$ cat config.mk
export PLATFORM = sky130hd
export DESIGN_NAME = align_array_ctrl_flat
export DESIGN_NICKNAME = d
export VERILOG_FILES = /design/src/rtl/align_array_ctrl_if.sv /design/src/rtl/align_array_ctrl.sv /design/src/flat_wrapper.sv
export SDC_FILE = /design/constraint.sdc
export NUM_CORES = 1
export LEC_CHECK = 0
export BUFFER_PORTS_ARGS = -buffer_cell sky130_fd_sc_hd__buf_4
export CELL_PAD_IN_SITES_DETAIL_PLACEMENT = 0
export CELL_PAD_IN_SITES_GLOBAL_PLACEMENT = 1
export CORE_MARGIN = 2
export CORE_UTILIZATION = 42
export CTS_BUF_LIST = sky130_fd_sc_hd__clkbuf_8
export DETAILED_ROUTE_END_ITERATION = 6
export GPL_ROUTABILITY_DRIVEN = 0
export MAX_ROUTING_LAYER = met4
export PLACE_DENSITY = 0.86
export SYNTH_ARGS = -nofsm -noshare
export SYNTH_HDL_FRONTEND = slang
export SYNTH_SLANG_ARGS = --single-unit
$ cat constraint.sdc
create_clock -name clk -period 7.5 [get_ports clk]
set_input_delay 1.5 -clock clk [delete_from_list [all_inputs] [get_ports clk]]
set_output_delay 1.5 -clock clk [all_outputs]
set_load 0.03 [all_outputs]
$ cat src/rtl/align_array_ctrl_if.sv
// Job, base-stream and PE-array bus of the systolic alignment sequencer.
// Optional macro MAX_TRACK_EN adds the max_pe result signal.
interface align_array_ctrl_if #(
    parameter int NUM_PE  = 8,
    parameter int LEN_W   = 10,
    parameter int SCORE_W = 16
);
    localparam int IDX_W = (NUM_PE > 1) ? $clog2(NUM_PE) : 1;

    logic                      start;
    logic [LEN_W-1:0]          len1;
    logic [LEN_W-1:0]          len2;
    logic                      base_valid;
    logic [1:0]                base_data;
    logic                      base_ready;
    logic                      pe_load;
    logic [IDX_W-1:0]          pe_load_idx;
    logic                      pe_clear;
    logic [1:0]                pe_base;
    logic [NUM_PE-1:0]         pe_enable;
    logic [NUM_PE*SCORE_W-1:0] pe_h;
    logic                      busy;
    logic                      done;
    logic                      err;
    logic [SCORE_W-1:0]        score;
`ifdef MAX_TRACK_EN
    logic [IDX_W-1:0]          max_pe;

    modport master (
        output start, len1, len2, base_valid, base_data, pe_h,
        input  base_ready, pe_load, pe_load_idx, pe_clear, pe_base, pe_enable,
               busy, done, err, score, max_pe
    );
    modport slave (
        input  start, len1, len2, base_valid, base_data, pe_h,
        output base_ready, pe_load, pe_load_idx, pe_clear, pe_base, pe_enable,
               busy, done, err, score, max_pe
    );
`else
    modport master (
        output start, len1, len2, base_valid, base_data, pe_h,
        input  base_ready, pe_load, pe_load_idx, pe_clear, pe_base, pe_enable,
               busy, done, err, score
    );
    modport slave (
        input  start, len1, len2, base_valid, base_data, pe_h,
        output base_ready, pe_load, pe_load_idx, pe_clear, pe_base, pe_enable,
               busy, done, err, score
    );
`endif
endinterface

$ cat src/rtl/align_array_ctrl.sv
// Sequencer for a linear systolic alignment array: loads seq1, streams seq2, drives wavefronts.
// Optional macro MAX_TRACK_EN: track the running maximum h and its PE for local alignment.
module align_array_ctrl #(
    parameter int NUM_PE  = 8,
    parameter int LEN_W   = 10,
    parameter int SCORE_W = 16
) (
    input  logic              clk,
    input  logic              rst,
    align_array_ctrl_if.slave bus
);
    localparam int IDX_W = (NUM_PE > 1) ? $clog2(NUM_PE) : 1;
    localparam int LW1   = LEN_W + 1;
    localparam logic [LEN_W-1:0] MAX_LEN1 = LEN_W'(NUM_PE);

    typedef enum logic [2:0] {
        S_IDLE,
        S_LOAD,
        S_CLEAR,
        S_RUN,
        S_DRAIN,
        S_DONE
    } state_t;

    state_t             state_reg, state_next;
    logic [LEN_W-1:0]   len1_reg, len2_reg;
    logic [IDX_W-1:0]   load_idx_reg, load_idx_next;
    logic [LW1-1:0]     step_reg, step_next;
    logic               err_reg, err_next;
    logic [SCORE_W-1:0] score_reg, score_next;

    logic signed [SCORE_W-1:0] h_arr [NUM_PE];
    logic [NUM_PE-1:0]         en_mask;
    logic [LW1-1:0]            last_step;
    logic                      need_base;
    logic                      job_bad;
    logic [SCORE_W-1:0]        result;

    logic               base_ready_c, pe_load_c, pe_clear_c, busy_c, done_c, err_c;
    logic [IDX_W-1:0]   pe_load_idx_c;
    logic [1:0]         pe_base_c;
    logic [NUM_PE-1:0]  pe_enable_c;

    // Column i works on anti-diagonal step t while row t-i lies inside seq2.
    genvar gi;
    generate
        for (gi = 0; gi < NUM_PE; gi++) begin : g_pe
            localparam logic [LW1-1:0] COL = LW1'(gi);
            assign h_arr[gi]   = bus.pe_h[gi*SCORE_W +: SCORE_W];
            assign en_mask[gi] = (COL < {1'b0, len1_reg}) && (COL <= step_reg) &&
                                 ((step_reg - COL) < {1'b0, len2_reg});
        end
    endgenerate

    assign job_bad   = (bus.len1 == '0) || (bus.len2 == '0) || (bus.len1 > MAX_LEN1);
    assign last_step = {1'b0, len1_reg} + {1'b0, len2_reg} - LW1'(2);
    assign need_base = step_reg < {1'b0, len2_reg};

`ifdef MAX_TRACK_EN
    logic [NUM_PE-1:0]         prev_en_reg;
    logic signed [SCORE_W-1:0] max_reg, max_next;
    logic [IDX_W-1:0]          max_idx_reg, max_idx_next;
    logic [IDX_W-1:0]          max_pe_reg;

    // Ascending scan with strict compare: the lowest index keeps a tie.
    always_comb begin
        max_next     = max_reg;
        max_idx_next = max_idx_reg;
        for (int i = 0; i < NUM_PE; i++) begin
            if (prev_en_reg[i] && (h_arr[i] > max_next)) begin
                max_next     = h_arr[i];
                max_idx_next = IDX_W'(i);
            end
        end
    end

    always_ff @(posedge clk) begin
        if (rst) begin
            prev_en_reg <= '0;
            max_reg     <= '0;
            max_idx_reg <= '0;
            max_pe_reg  <= '0;
        end else begin
            prev_en_reg <= pe_enable_c;
            if (state_reg == S_CLEAR) begin
                max_reg     <= '0;
                max_idx_reg <= '0;
            end else begin
                max_reg     <= max_next;
                max_idx_reg <= max_idx_next;
            end
            if (state_reg == S_DONE && !err_reg)
                max_pe_reg <= max_idx_reg;
        end
    end

    assign result     = max_reg;
    assign bus.max_pe = max_pe_reg;
`else
    logic [IDX_W-1:0] last_pe;
    assign last_pe = IDX_W'(len1_reg - LEN_W'(1));
    assign result  = h_arr[last_pe];
`endif

    always_comb begin
        state_next    = state_reg;
        load_idx_next = load_idx_reg;
        step_next     = step_reg;
        err_next      = err_reg;
        score_next    = score_reg;
        base_ready_c  = 1'b0;
        pe_load_c     = 1'b0;
        pe_load_idx_c = '0;
        pe_clear_c    = 1'b0;
        pe_base_c     = '0;
        pe_enable_c   = '0;
        busy_c        = 1'b0;
        done_c        = 1'b0;
        err_c         = 1'b0;
        unique case (state_reg)
            S_IDLE: begin
                if (bus.start) begin
                    if (job_bad) begin
                        err_next   = 1'b1;
                        state_next = S_DONE;
                    end else begin
                        score_next    = '0;
                        load_idx_next = '0;
                        state_next    = S_LOAD;
                    end
                end
            end
            S_LOAD: begin
                busy_c       = 1'b1;
                base_ready_c = 1'b1;
                if (bus.base_valid) begin
                    pe_load_c     = 1'b1;
                    pe_load_idx_c = load_idx_reg;
                    pe_base_c     = bus.base_data;
                    if (LEN_W'(load_idx_reg) == len1_reg - LEN_W'(1))
                        state_next = S_CLEAR;
                    else
                        load_idx_next = load_idx_reg + IDX_W'(1);
                end
            end
            S_CLEAR: begin
                busy_c     = 1'b1;
                pe_clear_c = 1'b1;
                step_next  = '0;
                state_next = S_RUN;
            end
            S_RUN: begin
                busy_c       = 1'b1;
                base_ready_c = need_base;
                // Steps past the last seq2 row only flush the wavefront and never stall.
                if (!need_base || bus.base_valid) begin
                    pe_enable_c = en_mask;
                    pe_base_c   = need_base ? bus.base_data : 2'b00;
                    if (step_reg == last_step)
                        state_next = S_DRAIN;
                    else
                        step_next = step_reg + LW1'(1);
                end
            end
            S_DRAIN: begin
                busy_c     = 1'b1;
                state_next = S_DONE;
            end
            S_DONE: begin
                done_c     = 1'b1;
                err_c      = err_reg;
                err_next   = 1'b0;
                if (!err_reg)
                    score_next = result;
                state_next = S_IDLE;
            end
            default: state_next = S_IDLE;
        endcase
    end

    always_ff @(posedge clk) begin
        if (rst) begin
            state_reg    <= S_IDLE;
            len1_reg     <= '0;
            len2_reg     <= '0;
            load_idx_reg <= '0;
            step_reg     <= '0;
            err_reg      <= 1'b0;
            score_reg    <= '0;
        end else begin
            state_reg    <= state_next;
            load_idx_reg <= load_idx_next;
            step_reg     <= step_next;
            err_reg      <= err_next;
            score_reg    <= score_next;
            if (state_reg == S_IDLE && bus.start) begin
                len1_reg <= bus.len1;
                len2_reg <= bus.len2;
            end
        end
    end

    assign bus.base_ready  = base_ready_c;
    assign bus.pe_load     = pe_load_c;
    assign bus.pe_load_idx = pe_load_idx_c;
    assign bus.pe_clear    = pe_clear_c;
    assign bus.pe_base     = pe_base_c;
    assign bus.pe_enable   = pe_enable_c;
    assign bus.busy        = busy_c;
    assign bus.done        = done_c;
    assign bus.err         = err_c;
    assign bus.score       = score_reg;
endmodule

$ cat src/flat_wrapper.sv
// flat-port wrapper written by rule: the top's interface ports become plain ports
module align_array_ctrl_flat 
#(
    parameter int NUM_PE  = 8,
    parameter int LEN_W   = 10,
    parameter int SCORE_W = 16
)
  (clk, rst, bus_start, bus_len1, bus_len2, bus_base_valid, bus_base_data, bus_pe_h, bus_base_ready, bus_pe_load, bus_pe_load_idx, bus_pe_clear, bus_pe_base, bus_pe_enable, bus_busy, bus_done, bus_err, bus_score);
  align_array_ctrl_if #(.NUM_PE(NUM_PE), .LEN_W(LEN_W), .SCORE_W(SCORE_W)) bus_i ();
  input  logic clk;
  input  logic rst;
  input wire logic [$bits(bus_i.start)-1:0] bus_start;
  input wire logic [$bits(bus_i.len1)-1:0] bus_len1;
  input wire logic [$bits(bus_i.len2)-1:0] bus_len2;
  input wire logic [$bits(bus_i.base_valid)-1:0] bus_base_valid;
  input wire logic [$bits(bus_i.base_data)-1:0] bus_base_data;
  input wire logic [$bits(bus_i.pe_h)-1:0] bus_pe_h;
  output wire logic [$bits(bus_i.base_ready)-1:0] bus_base_ready;
  output wire logic [$bits(bus_i.pe_load)-1:0] bus_pe_load;
  output wire logic [$bits(bus_i.pe_load_idx)-1:0] bus_pe_load_idx;
  output wire logic [$bits(bus_i.pe_clear)-1:0] bus_pe_clear;
  output wire logic [$bits(bus_i.pe_base)-1:0] bus_pe_base;
  output wire logic [$bits(bus_i.pe_enable)-1:0] bus_pe_enable;
  output wire logic [$bits(bus_i.busy)-1:0] bus_busy;
  output wire logic [$bits(bus_i.done)-1:0] bus_done;
  output wire logic [$bits(bus_i.err)-1:0] bus_err;
  output wire logic [$bits(bus_i.score)-1:0] bus_score;
  assign bus_i.start = bus_start;
  assign bus_i.len1 = bus_len1;
  assign bus_i.len2 = bus_len2;
  assign bus_i.base_valid = bus_base_valid;
  assign bus_i.base_data = bus_base_data;
  assign bus_i.pe_h = bus_pe_h;
  assign bus_base_ready = bus_i.base_ready;
  assign bus_pe_load = bus_i.pe_load;
  assign bus_pe_load_idx = bus_i.pe_load_idx;
  assign bus_pe_clear = bus_i.pe_clear;
  assign bus_pe_base = bus_i.pe_base;
  assign bus_pe_enable = bus_i.pe_enable;
  assign bus_busy = bus_i.busy;
  assign bus_done = bus_i.done;
  assign bus_err = bus_i.err;
  assign bus_score = bus_i.score;
  align_array_ctrl #(.NUM_PE(NUM_PE), .LEN_W(LEN_W), .SCORE_W(SCORE_W)) u_core (.clk(clk), .rst(rst), .bus(bus_i));
endmodule
## After elaboration in Yosys (flattened, before gate mapping)

Index checks and enable logic that the tools add are counted.
Widths: inputs -> output; s select.

| storage, ports and cells | value |
|---|---|
| bits in read-only memories | 0 |
| bits in registers | 54 |
| logic and storage cells | 136 |
| memories | 0 |
| memory bits (writable) | 0 |
| output and inout port bits | 35 |
| bits in latches | 0 |
| input port bits | 154 |

| operators by class | value |
|---|---|
| $mul | 0 |
| reductions and logical operators | 33 |
| shifts and indexed selects | 0 |
| magnitude comparators | 26 |
| divide/modulo/power cells | 0 |
| add/sub/neg operators | 12 |
| equal/unequal tests | 17 |
| muxes and demuxes | 40 |
| bitwise logic cells | 1 |

Operators by type and width:

| kind | number |
|---|---|
| $lt 11x10->1 | 8 |
| $mux 16 | 5 |
| $bmux 16 s3 | 1 |
| $le 3x11->1 const A | 4 |
| $sub 11x3->11 const B | 4 |
| $lt 3x10->1 const A | 4 |
| $mux 3 | 12 |
| $sub 11x2->11 const B | 3 |
| $pmux 16 s2 | 1 |
| $le 1x11->1 const A | 2 |
| $le 2x11->1 const A | 2 |
| $mux 11 | 2 |
| $pmux 11 s2 | 1 |
| $logic_not 10->1 | 2 |
| $lt 1x10->1 const A | 2 |
| $lt 2x10->1 const A | 2 |
| $logic_and 1x1->1 | 17 |
| $mux 8 | 2 |
| $pmux 3 s5 | 1 |
| $ne 2x2->1 const B | 6 |
| $add 10x10->11 | 1 |
| $add 11x1->11 const B | 1 |
| $eq 11x11->1 | 1 |
| $sub 11x1->11 const B | 1 |
| 23 further kinds | 44 |

## Longest topological paths before layout

| logic depth | value |
|---|---|
| depth after elaboration | 7 |
| mapped depth | 15 |
| gate-level depth less buffers | 14 |

## Worst setup path before layout

Ideal clock, no wire load.

| path | value |
|---|---|
| path kind | register -> output |
| start point | reg u_core.step_reg[3] |
| end point | out bus_pe_enable[7] |
| arrival | 3774 ps |
| buffers on the path | 1 |
| path slack | 2226 ps |
| required time | 6000 ps |
| stages on the path, launching flop included | 11 |
| cells stage by stage | dfxtp_1 -> clkbuf_1 -> clkinv_1 -> ha_1 -> a21oi_1 -> nand2_1 -> xnor2_1 -> ha_1 -> o21ai_0 -> a21oi_1 -> a2111oi_0 |

| between the ends | value |
|---|---|
| word-level cells in the longest chain between the ends | 5 |
| elaborated cells between the ends (all ways) | 10 |
| those cells by class | add/sub: 1; order compare: 3; mux: 2; reduce/logical: 4 |

RTL lines:

| what | line | RTL |
|---|---|---|
| start: declaration | align_array_ctrl.sv:28 | `logic [LW1-1:0] step_reg, step_next;` |
| start signal: assignment | align_array_ctrl.sv:193 | `step_reg <= step_next;` |
| $sub 11x3->11 (tied with other cells) | align_array_ctrl.sv:51 | `((step_reg - COL) < {1'b0, len2_reg});` |
| $lt 11x10->1 (tied with other cells) | align_array_ctrl.sv:51 |  |
| $logic_and 1x1->1 / $logic_or 1x1->1 (equally long branches) | align_array_ctrl.sv:50, align_array_ctrl.sv:156 |  |
| $mux 8 (*) | align_array_ctrl.sv:156 | `if (!need_base \|\| bus.base_valid) begin` |
| $mux 8 (*) | align_array_ctrl.sv:120 | `unique case (state_reg)` |
| end: declaration | flat_wrapper.sv:23 | `output wire logic [$bits(bus_i.pe_enable)-1:0] bus_pe_enable;` |

Mark *: on every way between the ends. The rest lies on a longest branch, timed or not.

## Final worst setup path

Ends and elaborated chain as after synthesis.

==> metrics.txt <==
Initial Util=0.430; Mapped Nets=1156; all-layer global routing usage=0.267; Crit. End Element=output port; Post-Syn Area=7100 µm²; Final nets=1312; total gr overflow=0; PD cells=107 nW/µm²; Critical Path Fanout Max=16; crit path kind=flop to output port; DR vias=7060; Post-synth top flop=dfxtp_1; crit path from=u_core.step_reg[3]; Reg-to-Reg Start=u_core.len1_reg[2]; Max IR drop VDD=0.0728 mV; min Tclk post-route=5.27 ns; outcome=finished clean; post-route DRC violation count=0; FP Rows=47; fraction of layout cells with a size suffix above 1=0.245; most frequent cells in the layout=buf_4 (200), nand2_1 (143), ha_1 (108); post-synthesis sequential area ratio=0.152; Clk pwr share=0.214; postcts setup bufs=0; CP Capture Point=bus_pe_enable[7]; CTS sink cnt=54; CTS tree=yes; R2R setup slack=3.41 ns; Iteration-0 DRC Markers=489; Max H-tree Level=2; Max-slew headroom=0.229; static leakage=3.83 nW; number of flops mapped to enable cells by yosys=0; count of final hold-check violations=0; crit path DAT=3.77 ns; Finished Core Util=0.531; largest net degree at the start of global routing=54; Die ar.=18000 µm²; DRT antenna net count=0; Net Sw Frac=0.367; Resized cells post-CTS=0; Skew-Pair Late Insertion Delay=0.32 ns; DP HPWL=18.4 mm; Worst Path Required=6.00 ns; Internal=0.000596 W; I/O Pins=189; post-route clock period utilization=0.702; total power=0.000943 W; Vias per Instance=5.55; first-pass GRT wire length=36.9 mm; RSZ-0062 raised after global routing=no; fin. max-slew vios=0; Max-Cap Viols=0; Async SR Flop Fraction=0; f_max=0.190 GHz; FF-to-FF path depth=11; max FFs per register=16; die height=134 µm; CP startpoint kind=flop; vias in the first global route=7040; Reg-to-Reg End=u_core.step_reg[7]; Layout Skew=0.0129 ns; post-route setup TNS=0 ns; Post-Syn Area per Cell=7.95 µm²; routed len/inst=18.4 µm; area grow syn2layout=23.7%; Post-Syn Instances=893; Pre-Repair DR Iteration Count=5; Root Driver=clkbuf_8; antenna violations before repair=1; Worst-Margin Slew=1.15 ns; yosys warns=0; cts hold-fix bufs=0; IO Port Bufs=188; die width=134 µm; synthesis-stage register bit count=54; Post-Route WL=23.3 mm; CTS clk-pin slew, worst paths=0.10 ns; number of CTS-inserted buffers=5; Core ar.=16500 µm²; P_sw=0.000346 W; sequential share of power=0.326; Logic pwr share=0.460; Distinct cells, synth=66; CTS Buffer Depth=2; # setup viols final=0; commonest non-fill, non-tap cell in the layout=buf_4; Hold Crit Class=flop to flop
-- cell usage after synthesis, types with 7 or more instances --
master | instances | area [µm²]
nor2b_1 | 7 | 43.8
o21ai_0 | 20 | 100
a21oi_1 | 69 | 345
buf_1 | 9 | 33.8
xor2_1 | 27 | 236
clkbuf_1 | 30 | 113
nand2b_1 | 9 | 56.3
nand3_1 | 23 | 115
inv_1 | 55 | 206
nand2_1 | 143 | 537
nand4_1 | 8 | 50.1
xnor2_1 | 51 | 447
a31oi_1 | 10 | 62.6
o211ai_1 | 16 | 120
dfxtp_1 | 54 | 1080
mux2i_1 | 19 | 190
a21o_1 | 14 | 105
nor3_1 | 25 | 125
mux4_2 | 32 | 721
nor2_1 | 59 | 221
buf_2 | 10 | 50.1
ha_1 | 108 | 1350
nor4_1 | 12 | 75.1
-- worst min path at each step --
stage          slack [ns]               start                  to  cells after the start
3_5_place_dp         0.45  u_core.len2_reg[3]  u_core.len2_reg[3]                      2
3_3_place_gp         0.44  u_core.len2_reg[9]  u_core.len2_reg[9]                      2
2_1_floorplan        0.44  u_core.len2_reg[1]  u_core.len2_reg[1]                      2
6_report             0.46  u_core.len2_reg[3]  u_core.len2_reg[3]                      2
4_1_cts              0.46  u_core.len2_reg[3]  u_core.len2_reg[3]                      2
5_1_grt              0.48  u_core.len2_reg[7]  u_core.len2_reg[7]                      2
-- power by group through the flow --
stage | sequential, W | combinational (W) | clock (W)
floorplan | 0.000308 | 0.000296 | 0
global placement | 0.000314 | 0.000429 | 0
detailed placement | 0.000314 | 0.000431 | 0
CTS | 0.000307 | 0.000433 | 0.000205
global route | 0.000309 | 0.000481 | 0.000215
finish | 0.000308 | 0.000433 | 0.000202
-- area by class of cell --
type                    count  area, µm²
clock inverters             3       41.3
fillers                  1619       7740
clock buffers               5       68.8
multi-input cells         732       5600
repair buffers            200       1500
inverters                  56        210
diodes                      1       2.50
flip-flops and latches     54       1080
well taps                 220        275
-- critical path, stage by stage, from the launching register on --
cell and delay (ns):
dfxtp_1 0.52, or3_1 0.54, or2_2 0.35, nor3_1 0.53, nand2_1 0.14, xnor2_1 0.17, ha_1 0.27, o21ai_0 0.07
a21oi_1 0.06, a2111oi_0 0.52, buf_4 0.26
-- metrics by stage --
stage,hold slack [ns],std cells,area (µm²),worst slack [ns]
6_report,0.456,1271,8780,2.23
5_1_grt,0.485,1271,8780,2.00
4_1_cts,0.459,1270,8780,2.28
3_5_place_dp,0.446,1262,8670,2.66
3_3_place_gp,0.443,1262,8670,2.60
2_1_floorplan,0.436,893,7100,2.23
-- logic make-up (layout without fill, tap and decap cells) --
family,Yosys count,count (layout),synth area share
AND/OR/NAND/NOR,318,318,0.206
AO/OA/AOI/OAI,175,175,0.162
adder cells (fa/ha/maj),109,109,0.193
buffers and inverters,107,264,0.0599
XOR/XNOR,79,79,0.0985
flip-flops,54,54,0.152
multiplexers,51,51,0.128
other,0,1,0
-- per-layer routing --
| layer | vias to the layer above | GRT usage | wire, µm |
|---|---|---|---|
| li1 | 3486 | - | - |
| met4 | 0 | 0.101 | 848 |
| met2 | 234 | 0.468 | 11600 |
| met3 | 47 | 0.0355 | 1220 |
| met5 | - | - | 0 |
| met1 | 3293 | 0.313 | 9620 |
No activity file was read; power rests on OpenSTA's default activity.
